--- src/rtl/writeback_unit_if.sv ---
// Register-file writeback bus: load/ALU result inputs, issue/decode hazard query, and the write port.
interface writeback_unit_if #(
  parameter int unsigned DATA_W     = 32,
  parameter int unsigned ADDR_W     = 5,
  parameter int unsigned FIFO_DEPTH = 4
);
  localparam int unsigned CNT_W = $clog2(FIFO_DEPTH) + 1;

  logic              ld_valid;
  logic [ADDR_W-1:0] ld_rd;
  logic [DATA_W-1:0] ld_data;
  logic              alu_valid;
  logic              alu_ready;
  logic [ADDR_W-1:0] alu_rd;
  logic [DATA_W-1:0] alu_data;
  logic              iss_valid;
  logic [ADDR_W-1:0] iss_rd;
  logic [ADDR_W-1:0] rs;
  logic [ADDR_W-1:0] rt;
  logic              hazard_a;
  logic              hazard_b;
  logic              wb_we;
  logic [ADDR_W-1:0] wb_rd;
  logic [DATA_W-1:0] wb_din;
  logic [CNT_W-1:0]  fifo_count;

  modport master (
    output ld_valid, ld_rd, ld_data, alu_valid, alu_rd, alu_data, iss_valid, iss_rd, rs, rt,
    input  alu_ready, hazard_a, hazard_b, wb_we, wb_rd, wb_din, fifo_count
  );

  modport slave (
    input  ld_valid, ld_rd, ld_data, alu_valid, alu_rd, alu_data, iss_valid, iss_rd, rs, rt,
    output alu_ready, hazard_a, hazard_b, wb_we, wb_rd, wb_din, fifo_count
  );
endinterface

--- src/rtl/writeback_unit.sv ---
// Register-file write driver: load results take priority, ALU results are buffered in a FIFO,
// and a pending-write scoreboard reports RAW hazards to decode.
module writeback_unit #(
  parameter int unsigned DATA_W     = 32,
  parameter int unsigned ADDR_W     = 5,
  parameter int unsigned FIFO_DEPTH = 4
) (
  input  logic           clk,
  input  logic           rst,
  writeback_unit_if.slave bus
);
  localparam int unsigned PTR_W = $clog2(FIFO_DEPTH);
  localparam int unsigned CNT_W = PTR_W + 1;
  localparam int unsigned NREG  = 1 << ADDR_W;

  typedef struct packed {
    logic [ADDR_W-1:0] rd;
    logic [DATA_W-1:0] data;
  } wb_entry_t;

  wb_entry_t         r_mem [FIFO_DEPTH];
  logic [PTR_W-1:0]  r_wr_ptr;
  logic [PTR_W-1:0]  r_rd_ptr;
  logic [CNT_W-1:0]  r_count;
  logic              r_wb_we;
  logic [ADDR_W-1:0] r_wb_rd;
  logic [DATA_W-1:0] r_wb_din;
  logic [NREG-1:0]   r_pending;

  logic              w_full;
  logic              w_empty;
  logic              w_alu_acc;
  logic              w_alu_wr;
  logic              w_ld_wr;
  logic              w_pop;
  logic              w_push;
  logic              w_bypass;
  wb_entry_t         w_head;
  logic [NREG-1:0]   w_pending_nxt;

  assign w_full    = (r_count == CNT_W'(FIFO_DEPTH));
  assign w_empty   = (r_count == '0);
  assign w_alu_acc = bus.alu_valid & bus.alu_ready;
  assign w_alu_wr  = w_alu_acc & (bus.alu_rd != '0);
  assign w_ld_wr   = bus.ld_valid & (bus.ld_rd != '0);
  assign w_pop     = ~w_ld_wr & ~w_empty;
  // An ALU result only skips the FIFO when nothing else wants the write port this cycle.
  assign w_bypass  = w_alu_wr & ~w_ld_wr & w_empty;
  assign w_push    = w_alu_wr & ~w_bypass;
  assign w_head    = r_mem[r_rd_ptr];

  assign bus.alu_ready  = rst & ~w_full;
  assign bus.hazard_a   = r_pending[bus.rs];
  assign bus.hazard_b   = r_pending[bus.rt];
  assign bus.wb_we      = r_wb_we;
  assign bus.wb_rd      = r_wb_rd;
  assign bus.wb_din     = r_wb_din;
  assign bus.fifo_count = r_count;

  // FIFO payload storage; contents are don't-care until written.
  always_ff @(posedge clk) begin
    if (w_push) begin
      r_mem[r_wr_ptr] <= '{rd: bus.alu_rd, data: bus.alu_data};
    end
  end

  always_ff @(posedge clk or negedge rst) begin
    if (!rst) begin
      r_wr_ptr <= '0;
      r_rd_ptr <= '0;
      r_count  <= '0;
    end else begin
      if (w_push) r_wr_ptr <= r_wr_ptr + PTR_W'(1);
      if (w_pop)  r_rd_ptr <= r_rd_ptr + PTR_W'(1);
      r_count <= r_count + CNT_W'(w_push) - CNT_W'(w_pop);
    end
  end

  // Write port: load, then FIFO head, then ALU bypass; rd/din hold when idle.
  always_ff @(posedge clk or negedge rst) begin
    if (!rst) begin
      r_wb_we  <= 1'b0;
      r_wb_rd  <= '0;
      r_wb_din <= '0;
    end else if (w_ld_wr) begin
      r_wb_we  <= 1'b1;
      r_wb_rd  <= bus.ld_rd;
      r_wb_din <= bus.ld_data;
    end else if (w_pop) begin
      r_wb_we  <= 1'b1;
      r_wb_rd  <= w_head.rd;
      r_wb_din <= w_head.data;
    end else if (w_bypass) begin
      r_wb_we  <= 1'b1;
      r_wb_rd  <= bus.alu_rd;
      r_wb_din <= bus.alu_data;
    end else begin
      r_wb_we  <= 1'b0;
    end
  end

  // Clear on register-file commit, then set on issue so a newer writer stays pending.
  always_comb begin
    w_pending_nxt = r_pending;
    if (r_wb_we) w_pending_nxt[r_wb_rd] = 1'b0;
    if (bus.iss_valid && (bus.iss_rd != '0)) w_pending_nxt[bus.iss_rd] = 1'b1;
    w_pending_nxt[0] = 1'b0;
  end

  always_ff @(posedge clk or negedge rst) begin
    if (!rst) r_pending <= '0;
    else      r_pending <= w_pending_nxt;
  end
endmodule

--- src/flat_wrapper.sv ---
// flat-port wrapper written by rule: the top's interface ports become plain ports
module writeback_unit_flat 
#(
  parameter int unsigned DATA_W     = 32,
  parameter int unsigned ADDR_W     = 5,
  parameter int unsigned FIFO_DEPTH = 4
)
  (clk, rst, bus_ld_valid, bus_ld_rd, bus_ld_data, bus_alu_valid, bus_alu_rd, bus_alu_data, bus_iss_valid, bus_iss_rd, bus_rs, bus_rt, bus_alu_ready, bus_hazard_a, bus_hazard_b, bus_wb_we, bus_wb_rd, bus_wb_din, bus_fifo_count);
  writeback_unit_if #(.DATA_W(DATA_W), .ADDR_W(ADDR_W), .FIFO_DEPTH(FIFO_DEPTH)) bus_i ();
  input  logic clk;
  input  logic rst;
  input wire logic [$bits(bus_i.ld_valid)-1:0] bus_ld_valid;
  input wire logic [$bits(bus_i.ld_rd)-1:0] bus_ld_rd;
  input wire logic [$bits(bus_i.ld_data)-1:0] bus_ld_data;
  input wire logic [$bits(bus_i.alu_valid)-1:0] bus_alu_valid;
  input wire logic [$bits(bus_i.alu_rd)-1:0] bus_alu_rd;
  input wire logic [$bits(bus_i.alu_data)-1:0] bus_alu_data;
  input wire logic [$bits(bus_i.iss_valid)-1:0] bus_iss_valid;
  input wire logic [$bits(bus_i.iss_rd)-1:0] bus_iss_rd;
  input wire logic [$bits(bus_i.rs)-1:0] bus_rs;
  input wire logic [$bits(bus_i.rt)-1:0] bus_rt;
  output wire logic [$bits(bus_i.alu_ready)-1:0] bus_alu_ready;
  output wire logic [$bits(bus_i.hazard_a)-1:0] bus_hazard_a;
  output wire logic [$bits(bus_i.hazard_b)-1:0] bus_hazard_b;
  output wire logic [$bits(bus_i.wb_we)-1:0] bus_wb_we;
  output wire logic [$bits(bus_i.wb_rd)-1:0] bus_wb_rd;
  output wire logic [$bits(bus_i.wb_din)-1:0] bus_wb_din;
  output wire logic [$bits(bus_i.fifo_count)-1:0] bus_fifo_count;
  assign bus_i.ld_valid = bus_ld_valid;
  assign bus_i.ld_rd = bus_ld_rd;
  assign bus_i.ld_data = bus_ld_data;
  assign bus_i.alu_valid = bus_alu_valid;
  assign bus_i.alu_rd = bus_alu_rd;
  assign bus_i.alu_data = bus_alu_data;
  assign bus_i.iss_valid = bus_iss_valid;
  assign bus_i.iss_rd = bus_iss_rd;
  assign bus_i.rs = bus_rs;
  assign bus_i.rt = bus_rt;
  assign bus_alu_ready = bus_i.alu_ready;
  assign bus_hazard_a = bus_i.hazard_a;
  assign bus_hazard_b = bus_i.hazard_b;
  assign bus_wb_we = bus_i.wb_we;
  assign bus_wb_rd = bus_i.wb_rd;
  assign bus_wb_din = bus_i.wb_din;
  assign bus_fifo_count = bus_i.fifo_count;
  writeback_unit #(.DATA_W(DATA_W), .ADDR_W(ADDR_W), .FIFO_DEPTH(FIFO_DEPTH)) u_core (.clk(clk), .rst(rst), .bus(bus_i));
endmodule
--- config.mk ---
export PLATFORM = sky130hd
export DESIGN_NAME = writeback_unit_flat
export DESIGN_NICKNAME = d
export VERILOG_FILES = /design/src/rtl/writeback_unit_if.sv /design/src/rtl/writeback_unit.sv /design/src/flat_wrapper.sv
export SDC_FILE = /design/constraint.sdc
export NUM_CORES = 1
export LEC_CHECK = 0
export BUFFER_PORTS_ARGS = -buffer_cell sky130_fd_sc_hd__clkbuf_2
export CAP_MARGIN = 40
export CORE_MARGIN = 2
export CORE_UTILIZATION = 45
export DETAILED_ROUTE_END_ITERATION = 8
export GPL_TIMING_DRIVEN = 0
export PLACE_DENSITY = 0.7
export SLEW_MARGIN = 20
export SYNTH_ARGS = -nofsm -noshare
export SYNTH_HDL_FRONTEND = slang
export SYNTH_SLANG_ARGS = --single-unit
--- constraint.sdc ---
create_clock -name clk -period 3.2 [get_ports clk]
set_input_delay 0.64 -clock clk [delete_from_list [all_inputs] [get_ports clk]]
set_output_delay 0.64 -clock clk [all_outputs]
set_load 0.05 [all_outputs]
==> summary.md <==
| Metric | Value |
|---|---|
| Share of the synthesized area in the top cell type | 44.6% |
| Post-Syn Area | 9960 um^2 |
| # fillers | 1752 |
| MaxCap Viol Count | 0 |
| Fmax | 321 MHz |
| Main synth FF type | edfxtp_1 |
| Net count, final | 840 |
| Largest net degree at the start of global routing | 46 |
| Crit-path leading delay family | simple AND/OR/NAND/NOR gates |
| GRT Total Usage | 18.5% |
| PwrDens | 937 nW/um^2 |
| Mapped Cells | 575 |
| GRT Residual Overflow | 0 |
| Crit end category | primary output |
| Peak supply drop | 524 uV |
| Routed vias/inst | 5.68 |
| Clk sinks | 224 |
| Initial DRC count | 343 |
| Final min period | 3.11 ns |
| Slowest cell on crit path | or4_1 |
| Worst Skew | 0.00732 ns |
| Ant. Diodes | 0 |
| Setup WS pre-CTS | -0.229 ns |
| Status | finished clean |
| Die width | 153 um |
| TritonRoute pass-1 iters | 7 |
| RePlAce Congestion | 0.860 |
| CP cell instances | clkbuf_4 -> mux2_2 -> a221oi_1 -> a2111oi_0 -> or4_1 -> clkbuf_2 |
| # Post-CTS Setup Buffers | 0 |
| CTS max path bufs | 3 |
| Worst Setup EP | bus_hazard_b |
| Flops & latches, synth | 224 |
| Async SR Flop Fraction | 33.9% |
| Register-to-register setup slack | 0.41 ns |
| Root Driver | clkbuf_16 |
| Initial antenna violation count | 1 |
| Worst r2r dst | u_core.bus.wb_din[19] |
| Critical path arrival | 2.47 ns |
| Leading area contributor after synthesis | edfxtp_1 |
| Remaining DRCs | 0 |
| Synth warn | 0 |
| Headroom to the max-slew limit | 53.3% |
| # H-tree levels | 1 |
| Share of cells above drive strength 1 | 46.6% |
| Post-synth cell types | 41 |
| Core area | 21800 um^2 |
| # resized after CTS | 3 |
| Synth-to-layout area growth | 19.1% |
| PnR worst setup slack | 0.0852 ns |
| Pins Over Slew Limit | 0 |
| Final core occ | 54.5% |
| Die Span Y | 153 um |
| Critical path origin | bus_rt[1] |
| Hold Slack | 0.101 ns |
| TritonCTS clock tree | done |
| Required time worst endpoint | 2.56 ns |
| RSZ-0062 raised after global routing | no |
| Drt total wl | 21700 um |
| Crit path buf inv count | 2 |
| Worst Setup Path Type | primary input to primary output |
| Vias in the first global route | 6275 |
| Die area | 23300 um^2 |
| Final hold viol count | 0 |
| IO buf count | 131 |
| CP max stage delay | 0.59 ns |
| Worst reg2reg path depth | 6 |
| Worst-Skew Late Latency | 0.53 ns |
| Syn_nets | 676 |
| Via count | 5894 |
| Lkg Pwr | 0.00450 uW |
| # IOs | 138 |
| Worst r2r src | u_core.r_rd_ptr[1] |
| DP HPWL | 14900 um |
| Reg clk slew, reported paths | 0.06 ns |
| Initial Util | 45.8% |
| Row Count | 54 |
| Final period util | 97.3% |
| ANT nets after route | 0 |
| First-pass GRT wire length | 34400 um |
| Total CTS buffers | 25 |
| Post-CTS Hold Buffers | 0 |
| Post-synth EDFFs | 148 |
| Synth top area cells | edfxtp_1 45%, dfrtp_1 19%, mux4_2 12% |
| Min-delay worst type | primary input to asynchronous set/reset pin |
| Mean Syn Cell Area | 17.3 um^2 |
| Type of origin of the critical path | primary input |
| Actual slew at the worst max-slew pin | 0.700 ns |
| Sequential share of the synthesized area | 63.7% |
| Setup violations, final | 0 |
| Crit-path max FO | 9 |
| Average wire per standard cell | 20.9 um |
| Worst path depth | 6 |
## cells by family after synthesis
kind of cell             synth area share [%]
flip-flops                               63.7
AO/OA/AOI/OAI                            4.23
multiplexers                             24.7
buffers and inverters                    1.95
adder cells (fa/ha/maj)                 0.954
XOR/XNOR                                0.440
AND/OR/NAND/NOR                          4.06
## worst min path at each step
stage | depth (start not counted) | end | slack, ns
after floorplan | 0 | u_core.bus.fifo_count[0] | 0.34
final | 1 | u_core.r_pending[3] | 0.10
after global routing | 1 | u_core.r_pending[20] | 0.13
after global placement | 1 | u_core.bus.wb_din[31] | 0.49
after CTS | 1 | u_core.bus.wb_din[1] | 0.11
after detailed placement | 1 | u_core.bus.wb_din[6] | 0.49
## area by class of cell
type	count	area, um^2	area share, %
Buffer	29	168	1.41
Clock buffer	32	652	5.49
Clock inverter	14	110	0.928
Inverter	9	33.8	0.285
Multi-Input combinational cell	313	3430	28.9
Sequential cell	224	6350	53.5
Tap cell	280	350	2.95
Timing Repair Buffer	137	777	6.55
## cell usage after synthesis (2+ instances only)
library cell  instances
xor2_1                2
a2111oi_0             2
nand4_1               4
and2_1                4
or3b_2                4
edfxtp_1            148
and4b_1               2
or3_1                 3
mux2_2               85
dfrtp_1              76
nand4b_1              2
clkbuf_1             16
inv_1                 9
xnor2_1               3
nor3_1                2
or4_1                 2
mux2_1                6
buf_2                 5
buf_6                 5
mux4_2               51
mux2_4               19
nand2_1               7
nor4bb_1              2
buf_4                 2
nor2_1                8
nand3_1               7
nand3b_1             12
nor2b_1               4
a221oi_1              2
o21ai_0              65
ha_1                  6
## through the flow
step / std cells / cell area (um^2) / TNS, ns / power, uW
final: 1038 / 11900 / 0 / 11100
after global routing: 1038 / 11900 / 0 / 11600
after detailed placement: 992 / 11100 / -0.367 / 8510
after CTS: 1038 / 11900 / 0 / 11200
after floorplan: 575 / 9970 / 0 / 7370
after global placement: 986 / 11000 / -183.97 / 8310
## sequential cells by signal, indices dropped and copies added, names as in the netlist
register and flops:
u_core.r_mem 148, u_core.bus.wb_din 32, u_core.bus.fifo_count 3, u_core.bus.wb_we 1, u_core.r_wr_ptr 2, u_core.bus.wb_rd 5, u_core.r_pending 31, u_core.r_rd_ptr 2
## layout by cell type (no fill, tap or decap), drive strengths merged, types with 2 or more instances in the layout
| cell | n |
|---|---|
| a221oi | 2 |
| mux4 | 51 |
| clkinv | 10 |
| nor4bb | 2 |
| or3 | 3 |
| edfxtp | 148 |
| dfrtp | 76 |
| nand3b | 12 |
| xnor2 | 3 |
| clkbuf | 179 |
| nor2b | 4 |
| nand4b | 2 |
| nor2 | 8 |
| xor2 | 2 |
| clkinvlp | 2 |
| a2111oi | 2 |
| or4 | 3 |
| buf | 19 |
| and2 | 4 |
| ha | 6 |
| mux2 | 110 |
| or3b | 4 |
| nand3 | 7 |
| nand2 | 7 |
| and4b | 2 |
| nor3 | 2 |
| nand4 | 4 |
| o21ai | 66 |
| inv | 10 |
## where the power goes
part / total [uW] / internal (uW) / leakage, uW / switching (uW)
clock: 2660 / 1530 / 0.000370 / 1140
combinational: 4260 / 1830 / 0.00190 / 2440
sequential: 4180 / 3800 / 0.00223 / 384
## worst reg2reg max path, delay by kind of cell, from the launching register on
family / cells / cell delay (ns)
buffers and inverters: 2 / 1.11
flip-flops: 1 / 0.34
multiplexers: 4 / 1.23
## metal layers
metal	share of wire, %	wire, um	vias up	track usage [%]
li1	-	-	2621	-
met1	40	8680	3012	23.4
met2	51	11000	213	32.3
met3	7.0	1520	46	4.55
met4	2.2	467	2	4.81
met5	0.060	13	-	0
Note: power is estimated with default switching activity, not from simulation.
